===== config.mk =====
export PLATFORM = sky130hd
export DESIGN_NAME = dffn_pipe_bank
export DESIGN_NICKNAME = d
export VERILOG_FILES = /design/src/rtl/dffn_pipe_bank.sv
export SDC_FILE = /design/constraint.sdc
export NUM_CORES = 1
export LEC_CHECK = 0
export ABC_AREA = 1
export CAP_MARGIN = 20
export CELL_PAD_IN_SITES_DETAIL_PLACEMENT = 0
export CELL_PAD_IN_SITES_GLOBAL_PLACEMENT = 2
export CORE_MARGIN = 2
export CORE_UTILIZATION = 25
export CTS_CLUSTER_SIZE = 24
export DETAILED_ROUTE_END_ITERATION = 12
export GPL_TIMING_DRIVEN = 1
export PLACE_DENSITY_LB_ADDON = 0.12
export SLEW_MARGIN = 20
export SYNTH_ARGS = -nofsm -noshare
export SYNTH_HDL_FRONTEND = slang
export SYNTH_SLANG_ARGS = --single-unit
export TNS_END_PERCENT = 10

===== constraint.sdc =====
create_clock -name CLKN -period 1.1 [get_ports CLKN]
set_input_delay 0.22 -clock CLKN [delete_from_list [all_inputs] [get_ports CLKN]]
set_output_delay 0.22 -clock CLKN [all_outputs]
set_load 0.05 [all_outputs]

===== src/rtl/dffn_pipe_bank.sv =====
// Purpose : WIDTH x STAGES falling-edge register pipeline with per-stage valid tag,
//           synchronous reset/clear/set, load enable and a full-bank scan chain.
// Latency : D/DV -> Q/QV after STAGES enabled falling edges; SI -> SO after WIDTH*STAGES scan edges.
// Backpr. : none; EN low stalls the whole pipe in place (not elastic), bubbles tracked only via DV.
//
// Ports:
//   CLKN      clock, every state update happens on its falling edge
//   RST       synchronous active-high reset (highest priority)
//   SE, SI    scan enable / scan serial in (second priority, valids hold)
//   CLR       synchronous clear of data and valids
//   SET       synchronous set of data to SET_VAL (valids hold)
//   EN        advance the pipe: D/DV into stage 0, every stage moves up by one
//   D, DV     stage 0 data and its valid tag
//   Q, QV     last-stage data and valid (direct register outputs)
//   SO        scan serial out, the MSB of the last stage

module dffn_pipe_bank #(
    parameter int               WIDTH     = 8,
    parameter int               STAGES    = 2,
    parameter logic [WIDTH-1:0] RESET_VAL = {WIDTH{1'b0}},
    parameter logic [WIDTH-1:0] SET_VAL   = {WIDTH{1'b1}}
) (
    input  logic             CLKN,
    input  logic             RST,
    input  logic             EN,
    input  logic             CLR,
    input  logic             SET,
    input  logic             SE,
    input  logic             SI,
    input  logic [WIDTH-1:0] D,
    input  logic             DV,
    output logic [WIDTH-1:0] Q,
    output logic             QV,
    output logic             SO
);

    localparam int NBITS = WIDTH * STAGES;

    // Whole-bank images of the constant loads.
    localparam logic [STAGES-1:0][WIDTH-1:0] RST_BANK = {STAGES{RESET_VAL}};
    localparam logic [STAGES-1:0][WIDTH-1:0] SET_BANK = {STAGES{SET_VAL}};

    // s[k][i] occupies flat bit k*WIDTH+i, so the packed bank read as one
    // vector is exactly the scan chain with SI entering at bit 0 and SO at
    // the top bit.
    logic [STAGES-1:0][WIDTH-1:0] s;
    logic [STAGES-1:0][WIDTH-1:0] s_shift;
    logic [STAGES-1:0][WIDTH-1:0] s_adv;
    logic [STAGES-1:0][WIDTH-1:0] s_nxt;
    logic [STAGES-1:0]            v;
    logic [STAGES-1:0]            v_adv;
    logic [STAGES-1:0]            v_nxt;
    logic [NBITS-1:0]             chain;

    assign chain = s;

    generate
        if (NBITS == 1) begin : g_shift_one
            assign s_shift = SI;
        end else begin : g_shift_many
            assign s_shift = {chain[NBITS-2:0], SI};
        end

        if (STAGES == 1) begin : g_adv_one
            assign s_adv = D;
            assign v_adv = DV;
        end else begin : g_adv_many
            assign s_adv = {s[STAGES-2:0], D};
            assign v_adv = {v[STAGES-2:0], DV};
        end
    endgenerate

    // Priority RST > SE > CLR > SET > EN > hold, written as a conditional
    // chain rather than if/else: an X on a control that is actually selected
    // merges both candidates (X where they differ) instead of silently taking
    // the else branch, while an asserted higher control fully masks anything
    // on the lower ones.
    assign s_nxt = RST ? RST_BANK :
                   SE  ? s_shift  :
                   CLR ? '0       :
                   SET ? SET_BANK :
                   EN  ? s_adv    :
                         s;

    // Valid tags hold through scan and set; only reset, clear and advance move them.
    assign v_nxt = RST ? '0    :
                   SE  ? v     :
                   CLR ? '0    :
                   SET ? v     :
                   EN  ? v_adv :
                         v;

    always_ff @(negedge CLKN) begin
        s <= s_nxt;
        v <= v_nxt;
    end

    assign Q  = s[STAGES-1];
    assign QV = v[STAGES-1];
    assign SO = s[STAGES-1][WIDTH-1];

endmodule

; ---- Word-level counts from Yosys, hierarchy flattened
; Cells that the tools add are included.
[classes]
n_mux = 7
n_eq_ne = 1
reduce_logical = 3
n_bitwise = 1
[ops]
columns = operator, n
row1 = $mux 16, 4
row2 = $mux 2, 3
row3 = $reduce_bool 4->1, 1
row4 = $reduce_and 3->1, 1
row5 = $ne 2x2->1 const B, 1
row6 = $reduce_bool 2->1, 1
row7 = $not 1->1, 1
[word_totals]
out_inout_bits = 10
register_bits = 18

; ---- Depth between registers and ports, before layout
[logic_depth]
ltp_word = 4
depth_mapped = 7
ltp_nobuf = 5

==> metrics.md <==
| Metric | Value |
|---|---|
| Status | `finished, violations left` |
| Failing checks | `setup timing` |
| Slew @ Worst Pin | `0.174 ns` |
| Layout cell share with drive strength beyond 1 | `35.4%` |
| HP Class | `flip-flop to flip-flop` |
| Synth cell types | `16` |
| Total gr overflow | `0` |
| Part of the Yosys area used for sequential elements | `35.3%` |
| Height of the die | `67.9 um` |
| Largest area contributor in the netlist | `dfxtp_1` |
| Synthesized area per cell | `6.55 um2` |
| First drt pass iteration count | `4` |
| Design area | `1800 um2` |
| Die Wd | `67.9 um` |
| Num ports | `26` |
| Placed Area | `1410 um2` |
| RSZ-0062 raised after global routing | `true` |
| Routed Antenna Nets | `0` |
| Die area | `4620 um2` |
| Initial core utilization | `25.7%` |
| Synthesized Nets | `172` |
| Vias | `1,139` |
| Clock skew | `0.0170 ns` |
| Skew-Pair Late Insertion Delay | `0.33 ns` |
| DRT iter0 DRCs | `36` |
| Cells taking the most area after synthesis | `dfxtp_1, nor2_1, o21ai_0` |
| Total CTS buffers | `3` |
| Synthesis-stage register bit count | `18` |
| Most frequent cells in the layout | `nor2_1, inv_1, nand2_1, o21ai_1, buf_12` |
| CTS tree | `yes` |
| Layout overhead on the synthesized area | `75.9%` |
| VDD IR max | `0.000396 V` |
| Crit path launch type | `flip-flop` |
| Hold depth | `2` |
| Clock sink count | `18` |
| Endpoints failing hold | `0` |
| Cell Int Power | `1.30 mW` |
| Top delay family on crit path | `flip-flops` |
| GRT Resource Usage Total | `14.4%` |
| Setup TNS | `-6.49 ns` |
| Worst Setup End Kind | `primary output` |
| Sw Ratio | `35.6%` |
| Data arrival, critical path | `1.39 ns` |
| Clk slew on worst S/H paths | `0.04 ns` |
| Initial antenna violation count | `0` |
| Kind of critical path | `flip-flop to primary output` |
| Synth warn | `0` |
| First-pass GRT wire length | `5.06 mm` |
| # hold bufs at CTS | `0` |
| Final WL | `3.00 mm` |
| Avg WL per Cell | `11.6 um` |
| Fillers | `439` |
| Clock power share | `36.9%` |
| Core area | `3970 um2` |
| Num rows | `23` |
| Slew Viols, Final | `0` |
| Net total in the final layout | `226` |
| Worst reg2reg setup slack | `0.28 ns` |
| DRC viols | `0` |
| PortBufs | `25` |
| CP peak stage delay | `0.37 ns` |
| DP HPWL | `1.83 mm` |
| Detailed-route vias per instance | `4.40` |
| Setup ws final | `-0.514 ns` |
| Worst path depth | `1` |
| H-tree Lvls | `1` |
| Mapped Area | `1020 um2` |
| Diode count | `0` |
| Register-to-Register Path Depth | `5` |
| Switch Pwr | `0.719 mW` |
| Critical path buffer and inverter count | `1` |
| Most common cell after layout, fill and taps aside | `nor2_1` |
| CP required | `0.88 ns` |
| PwrDens | `1120 nW/um2` |
| Share of the synthesized area in the top cell type | `35.3%` |
| Number of max-cap violations | `0` |
| Vias in the first global route | `1,164` |
| Gp weighted congestion | `0.772` |
| Critical-path maximum fanout | `3` |
| Clk buf depth | `2` |
| Clock root buffer | `clkbuf_8` |
| Sequential share of power | `36.2%` |
| Slew margin rel. | `88.3%` |
| Largest net degree at the start of global routing | `17` |
| Place WS | `-1.08 ns` |
| Final setup fails | `28` |
| Leak | `0.813 nW` |
| Worst path slowest cell | `dfxtp_4` |
| Comb power frac | `27.0%` |
| Cells after Synth | `156` |
| CP cell instances | `buf_12` |
-- per-layer routing --
layer	up-vias	track usage, %	share of wire [%]	routed length (um)
met2	31	22.3	46	1370
met1	511	18.5	46	1380
met5	-	0	0	0
li1	593	-	-	-
met3	4	4.93	7.1	212
met4	0	5.25	0.97	29
-- timing repair --
| action | CTS | global route |
|---|---|---|
| pin swaps | 18 | 5 |
| setup endpoints to repair | 28 | 28 |
| gates cloned | 4 | 0 |
| resized for setup | 72 | 6 |
| buffers inserted | 5 | 0 |
-- power groups by stage --
| stage | Clock, mW | Combinational, mW | Sequential, mW |
|---|---|---|---|
| final | 0.744 | 0.543 | 0.729 |
| after global routing | 0.875 | 0.587 | 0.733 |
| after CTS | 0.791 | 0.541 | 0.729 |
| after detailed placement | 0.106 | 0.434 | 0.736 |
| after global placement | 0.106 | 0.434 | 0.735 |
| after floorplan | 0.106 | 0.253 | 0.731 |
-- area by class of cell --
| class | instances | area [um2] | area share, % |
|---|---|---|---|
| Tap cell | 50 | 62.6 | 3.48 |
| Sequential cell | 18 | 374 | 20.8 |
| Timing Repair Buffer | 43 | 549 | 30.5 |
| Multi-Input combinational cell | 111 | 618 | 34.4 |
| Inverter | 14 | 72.6 | 4.04 |
| Clock inverter | 19 | 72.6 | 4.04 |
| Timing Repair inverter | 1 | 7.51 | 0.418 |
| Clock buffer | 3 | 41.3 | 2.30 |
-- stage by stage --
stage | util, % | hold slack, ns | instances | total power, mW
floorplan | - | 0.435 | 156 | 1.09
global placement | 35.5 | 0.453 | 229 | 1.27
detailed placement | 35.5 | 0.456 | 229 | 1.28
CTS | 44.9 | 0.464 | 259 | 2.06
global route | 45.3 | 0.503 | 259 | 2.20
finish | 45.3 | 0.461 | 259 | 2.02
-- cells in the mapped netlist --
| library cell | number |
|---|---|
| buf_4 | 8 |
| inv_4 | 1 |
| nand2_4 | 1 |
| o21ai_0 | 24 |
| nand3_1 | 1 |
| dfxtp_1 | 18 |
| clkbuf_1 | 1 |
| buf_6 | 5 |
| buf_2 | 1 |
| nor2_1 | 49 |
| nand2_1 | 20 |
| nand4_1 | 2 |
| nor2_8 | 1 |
| inv_1 | 13 |
| a21oi_1 | 10 |
| inv_2 | 1 |
-- sequential cells by signal, indices dropped and copies added (netlist names) --
register,cells
Q,8
v,2
chain,8
-- final timing paths --
kind	endpoint	start
worst max-delay path	Q[7]	Q[7]
worst min-delay path	v[0]	v[0]
worst max register to register	Q[6]	Q[5]
worst min register to register	v[0]	v[0]
-- cells by family after synthesis --
logic type	after synthesis	share of synthesized area (%)
AO/OA/AOI/OAI	34	16.6
buffers and inverters	30	18.0
flip-flops	18	35.3
AND/OR/NAND/NOR	74	30.1
Note: power is estimated with default switching activity, not from simulation.
